<file path="src/rtl/pwm_pkg.sv">
// Shared types and default widths for the PWM fader and its period counter.
package pwm_pkg;

  localparam int unsigned PwmCtrSize      = 8;
  localparam int unsigned PwmIntervalSize = 16;

  typedef enum logic {
    FaderIdle,
    FaderRamp
  } fader_state_e;

endpackage

</file>
<file path="src/rtl/pwm_period_ctr.sv">
// Free-running PWM period counter with a last-cycle-of-period tick.
module pwm_period_ctr
  import pwm_pkg::*;
#(
  parameter int unsigned CtrSize = PwmCtrSize
) (
  input  logic clk_sys_i,
  input  logic rst_sys_i,
  output logic tick_o
);

  logic [CtrSize-1:0] ctr_q;
  logic [CtrSize-1:0] ctr_d;

  always_comb begin
    ctr_d = ctr_q + CtrSize'(1);
  end

  always_ff @(posedge clk_sys_i) begin
    if (rst_sys_i) begin
      ctr_q <= '0;
    end else begin
      ctr_q <= ctr_d;
    end
  end

  assign tick_o = (ctr_q == '1);

endmodule

</file>
<file path="src/rtl/pwm_fader.sv">
// Ramps the PWM duty toward a commanded target in steps every N periods,
// updating the duty only at period boundaries.
module pwm_fader
  import pwm_pkg::*;
#(
  parameter int unsigned CtrSize      = PwmCtrSize,
  parameter int unsigned IntervalSize = PwmIntervalSize
) (
  input  logic                    clk_sys_i,
  input  logic                    rst_sys_i,
  input  logic                    cmd_valid_i,
  output logic                    cmd_ready_o,
  input  logic [CtrSize-1:0]      cmd_target_i,
  input  logic [CtrSize-1:0]      cmd_step_i,
  input  logic [IntervalSize-1:0] cmd_interval_i,
  input  logic                    abort_i,
  output logic [CtrSize-1:0]      pulse_width_o,
  output logic                    period_tick_o,
  output logic                    busy_o,
  output logic                    done_o
);

  logic tick;

  pwm_period_ctr #(.CtrSize(CtrSize)) u_period_ctr (
    .clk_sys_i (clk_sys_i),
    .rst_sys_i (rst_sys_i),
    .tick_o    (tick)
  );

  assign period_tick_o = tick;

  fader_state_e            state_q, state_d;
  logic [CtrSize-1:0]      duty_q, duty_d;
  logic [CtrSize-1:0]      target_q, target_d;
  logic [CtrSize-1:0]      step_q, step_d;
  logic [IntervalSize-1:0] interval_q, interval_d;
  logic [IntervalSize-1:0] icnt_q, icnt_d;
  logic                    up_q, up_d;
  logic                    busy_q, busy_d;
  logic                    done_q, done_d;
  logic                    ready_q, ready_d;

  // Candidate next duty, clamped at the target in both directions.
  logic [CtrSize:0]   up_sum;
  logic [CtrSize-1:0] down_gap;
  logic [CtrSize-1:0] next_duty;

  always_comb begin
    up_sum   = {1'b0, duty_q} + {1'b0, step_q};
    down_gap = duty_q - target_q;
    if (up_q) begin
      next_duty = (up_sum >= {1'b0, target_q}) ? target_q : up_sum[CtrSize-1:0];
    end else begin
      next_duty = (down_gap <= step_q) ? target_q : duty_q - step_q;
    end
  end

  always_comb begin
    state_d    = state_q;
    duty_d     = duty_q;
    target_d   = target_q;
    step_d     = step_q;
    interval_d = interval_q;
    icnt_d     = icnt_q;
    up_d       = up_q;
    done_d     = 1'b0;

    case (state_q)
      FaderIdle: begin
        if (cmd_valid_i && ready_q) begin
          target_d   = cmd_target_i;
          step_d     = (cmd_step_i == '0) ? CtrSize'(1) : cmd_step_i;
          interval_d = (cmd_interval_i == '0) ? IntervalSize'(1) : cmd_interval_i;
          icnt_d     = interval_d;
          up_d       = (cmd_target_i > duty_q);
          if (cmd_target_i == duty_q) begin
            done_d = 1'b1;
          end else begin
            state_d = FaderRamp;
          end
        end
      end
      FaderRamp: begin
        if (tick) begin
          if (icnt_q == IntervalSize'(1)) begin
            icnt_d = interval_q;
            // Completion outranks a coincident abort; otherwise abort freezes duty.
            if (next_duty == target_q) begin
              duty_d  = next_duty;
              done_d  = 1'b1;
              state_d = FaderIdle;
            end else if (!abort_i) begin
              duty_d = next_duty;
            end
          end else begin
            icnt_d = icnt_q - IntervalSize'(1);
          end
        end
        if (abort_i && !done_d) begin
          state_d = FaderIdle;
        end
      end
      default: state_d = FaderIdle;
    endcase

    busy_d  = (state_d == FaderRamp);
    ready_d = (state_d == FaderIdle);
  end

  always_ff @(posedge clk_sys_i) begin
    if (rst_sys_i) begin
      state_q    <= FaderIdle;
      duty_q     <= '0;
      target_q   <= '0;
      step_q     <= CtrSize'(1);
      interval_q <= IntervalSize'(1);
      icnt_q     <= IntervalSize'(1);
      up_q       <= 1'b0;
      busy_q     <= 1'b0;
      done_q     <= 1'b0;
      ready_q    <= 1'b1;
    end else begin
      state_q    <= state_d;
      duty_q     <= duty_d;
      target_q   <= target_d;
      step_q     <= step_d;
      interval_q <= interval_d;
      icnt_q     <= icnt_d;
      up_q       <= up_d;
      busy_q     <= busy_d;
      done_q     <= done_d;
      ready_q    <= ready_d;
    end
  end

  assign pulse_width_o = duty_q;
  assign busy_o        = busy_q;
  assign done_o        = done_q;
  assign cmd_ready_o   = ready_q;

endmodule

</file>
<file path="config.mk">
export PLATFORM = sky130hd
export DESIGN_NAME = pwm_fader
export DESIGN_NICKNAME = d
export VERILOG_FILES = /design/src/rtl/pwm_pkg.sv /design/src/rtl/pwm_period_ctr.sv /design/src/rtl/pwm_fader.sv
export SDC_FILE = /design/constraint.sdc
export NUM_CORES = 1
export LEC_CHECK = 0
export CORE_MARGIN = 3
export CORE_UTILIZATION = 26
export CTS_BUF_LIST = sky130_fd_sc_hd__clkbuf_4 sky130_fd_sc_hd__clkbuf_8 sky130_fd_sc_hd__clkbuf_16
export DETAILED_ROUTE_END_ITERATION = 7
export PLACE_DENSITY = 0.52
export SLEW_MARGIN = 10
export SYNTH_ARGS = -nofsm -noshare
export SYNTH_HDL_FRONTEND = slang
export SYNTH_SLANG_ARGS = --single-unit
</file>
<file path="constraint.sdc">
create_clock -name clk_sys_i -period 5.05 [get_ports clk_sys_i]
set_input_delay 1.2625 -clock clk_sys_i [delete_from_list [all_inputs] [get_ports clk_sys_i]]
set_output_delay 1.2625 -clock clk_sys_i [all_outputs]
set_load 0.01 [all_outputs]
</file>
==> results of run 1 <==
-- cell usage in the layout (no fill, tap or decap), types with 4 or more instances in the layout --
cell             synthesis  routed
inv_1                   44      44
nand2b_1                13      13
o21ai_0                 18      18
nand2_1                 92      92
dfxtp_1                 68      68
xor2_1                  10      10
a211oi_1                15      15
a21oi_1                 69      69
o221ai_1                 4       4
nand3_1                 18      18
xnor2_1                 32      32
or3_1                    7       7
buf_4                    0      12
nor2b_1                  6       6
ha_1                    49      49
o211ai_1                 7       7
nor3_1                  14      14
nor2_1                  59      58
nand4_1                  5       5
a21o_1                   6       6
clkdlybuf4s50_1          0      46
o21a_1                   5       5
a211o_1                  4       4
clkbuf_16                0       9
nor4_1                   8       8
mux2i_1                 17      17
-- per-layer routing --
metal | track usage | part of all wire | wire [um] | vias up
met5 | 0 | 0 | 0 | -
met4 | 0.0546 | 0.026 | 398 | 0
met3 | 0.0271 | 0.053 | 791 | 21
met2 | 0.221 | 0.44 | 6620 | 118
met1 | 0.198 | 0.48 | 7230 | 2172
li1 | - | - | - | 2394
-- metrics by stage --
stage               power, mW  worst slack (ns)  instance area [sq um]  std cells  hold slack (ns)
floorplan                1.01             0.733                   5050        657            0.426
global route             1.93           0.00352                   6110        961            0.466
global placement         1.17             0.490                   5810        945            0.445
CTS                      1.82             0.380                   6110        961            0.457
finish                   1.81             0.312                   6110        961            0.457
detailed placement       1.17             0.407                   5810        945            0.449
-- flip-flops by register name, summed over array words and instances, names as in the netlist --
signal,count
busy_o,1
cmd_ready_o,1
done_o,1
icnt_q,16
interval_q,16
pulse_width_o,8
step_q,8
target_q,8
u_period_ctr.ctr_q,8
up_q,1
-- worst max-delay path by stage --
stage	start	to	slack, ns	cells after the start
after floorplan	pulse_width_o[2]$_SDFFE_PP0P_	pulse_width_o[3]$_SDFFE_PP0P_	0.73	16
after global placement	pulse_width_o[2]$_SDFFE_PP0P_	pulse_width_o[3]$_SDFFE_PP0P_	0.49	15
after detailed placement	pulse_width_o[2]$_SDFFE_PP0P_	pulse_width_o[3]$_SDFFE_PP0P_	0.41	15
after CTS	pulse_width_o[2]$_SDFFE_PP0P_	pulse_width_o[3]$_SDFFE_PP0P_	0.38	15
after global routing	step_q[2]$_SDFFE_PP0P_	pulse_width_o[3]$_SDFFE_PP0P_	0.004	16
final	pulse_width_o[2]$_SDFFE_PP0P_	pulse_width_o[3]$_SDFFE_PP0P_	0.31	15
-- worst min-delay path, stage by stage (launching register included) --
cell     delay, ns
dfxtp_1       0.31
nand2_1       0.05
a21oi_1       0.05
-- cell families after synthesis --
group,after synthesis,synth area share
buf+inv,75,0.0558
simple gates,237,0.215
fa+ha+maj,52,0.133
xor+xnor,42,0.0729
compound gates,163,0.210
flops,68,0.270
mux,20,0.0426
-- final cells by class --
cell class / instances / area, sq um / area share
clock buffer: 9 / 225 / 0.0368
timing repair buffer: 59 / 556 / 0.0909
clock inverter: 7 / 75.1 / 0.0123
multi-input combinational: 514 / 3410 / 0.557
inverter: 44 / 165 / 0.0270
sequential: 68 / 1360 / 0.223
tap: 260 / 325 / 0.0532
-- where the power goes --
group / leakage [nW] / internal, mW / switching, mW
logic: 1.70 / 0.235 / 0.310
clock network: 0.138 / 0.384 / 0.268
registers: 0.557 / 0.575 / 0.0393
==> results_dict.tcl, run 1 <==
set metrics [dict create \
    status "completed" \
    cp_cell_sequence "ha_1 > nand2b_1 > a211oi_1 > mux2i_1 > nor2_1 > ha_1 > a21o_1 > a211o_1 > a211oi_1 > nand3_1 > buf_4 > nand2_1 > nor2_1 > a2111oi_0 > mux2_4" \
    slowest_delay_ns 0.62 \
    post-cts-setup-buffers 0 \
    cp_slowest_cell "a2111oi_0" \
    cts-root-buf "clkbuf_16" \
    coreArea_sq_um 18900 \
    track_usage 0.143 \
    worstHoldStart "interval_q[14]$_SDFFE_PP0P_" \
    drcViolationCount 0 \
    async_reset_ff_frac 0 \
    ff2ff_setup_slack_ns 0.31 \
    synth_cell_types 62 \
    grt_overflow 0 \
    viasPerCell 4.90 \
    die_h_um 145 \
    critical_path_class "register to register" \
    drv_slew 0 \
    cts_resized 0 \
    hold-path-endpoint "interval_q[14]$_SDFFE_PP0P_" \
    ir_drop_uv 135 \
    synth.avg_cell_area_sq_um 7.68 \
    synth_area_sq_um 5050 \
    fin_util 0.324 \
    ant_nets 0 \
    synth.most_common_cell "nand2_1" \
    synth-seq-cells 68 \
    worstPathArrival_ns 5.02 \
    cts_tree "done" \
    grt_pass1_vias 4514 \
    max_cap_violations 0 \
    period_share 0.938 \
    rows 50 \
    power_density_nw_per_um2 296 \
    tightest_slew_ns 0.687 \
    synth_flop_cell "dfxtp_1" \
    synth_edf_count 0 \
    rsz0062_at_grt "false" \
    yosysTopAreaCell "dfxtp_1" \
    reg2regPathDepth 15 \
    hold_buffers 0 \
    yosysSeqAreaShare 0.270 \
    synth_common_cells "nand2_1, a21oi_1, dfxtp_1" \
    required_ns 5.34 \
    end_kind "register" \
    diodes 0 \
    cts_sinks 68 \
    crit_buf_inv 1 \
    syn_nets 745 \
    grt_max_degree 42 \
    crit_path_start_kind "register" \
    io_buffers 47 \
    cts_made_buffers 9 \
    initial_utilization 0.267 \
    place.detailed.hpwl_um 11200 \
    setup_viol 0 \
    fillers 2086 \
    p_leak_nw 2.39 \
    grt_antenna_before_repair 0 \
    initialDrtViolationCount 279 \
    finClkSkew_ns 0.00938 \
    vias 4705 \
    drt-pass1-iter-count 4 \
    gp_congestion 0.924 \
    regToRegEndpoint "pulse_width_o[3]$_SDFFE_PP0P_" \
    path_max_fanout 9 \
    ys_warn_count 0 \
    nets 784 \
    clk_latency_ns 0.35 \
    hp-class "register to register" \
    max_slew_margin 0.530 \
    synth_cells 657 \
    drive_gt1_frac 0.0571 \
    clkTransAtPathRegs_ns 0.06 \
    hold_depth 2 \
    min_period_ns 4.74 \
    crit_family "compound AO/OA/AOI/OAI gates" \
    die_x_um 145 \
    grt_pass1_wl_um 24400 \
    synth_top_area_frac 0.270 \
    clock_path_buffers 2 \
    wl_um 15000 \
    syn2layout_area_growth_pct 21.1 \
    hold_viol_final 0 \
    yosys-top-cells-area "dfxtp_1, ha_1, a21oi_1" \
    fin_tns_setup_ns 0 \
    rr_startpoint "pulse_width_o[2]$_SDFFE_PP0P_" \
    dieArea_sq_um 21100 \
    htree_levels 3 \
    wl_per_cell_um 15.6 \
    max_freq_mhz 211 \
    pin_count 48 \
]
No activity file was read; power rests on OpenSTA's default activity.
==> run 2, diff against run 1 <==
HOLD_SLACK_MARGIN = 0.08   (was unset)
==> results of run 2 <==
Same layout as run 1: the final DEF is identical, and so are final timing and power.
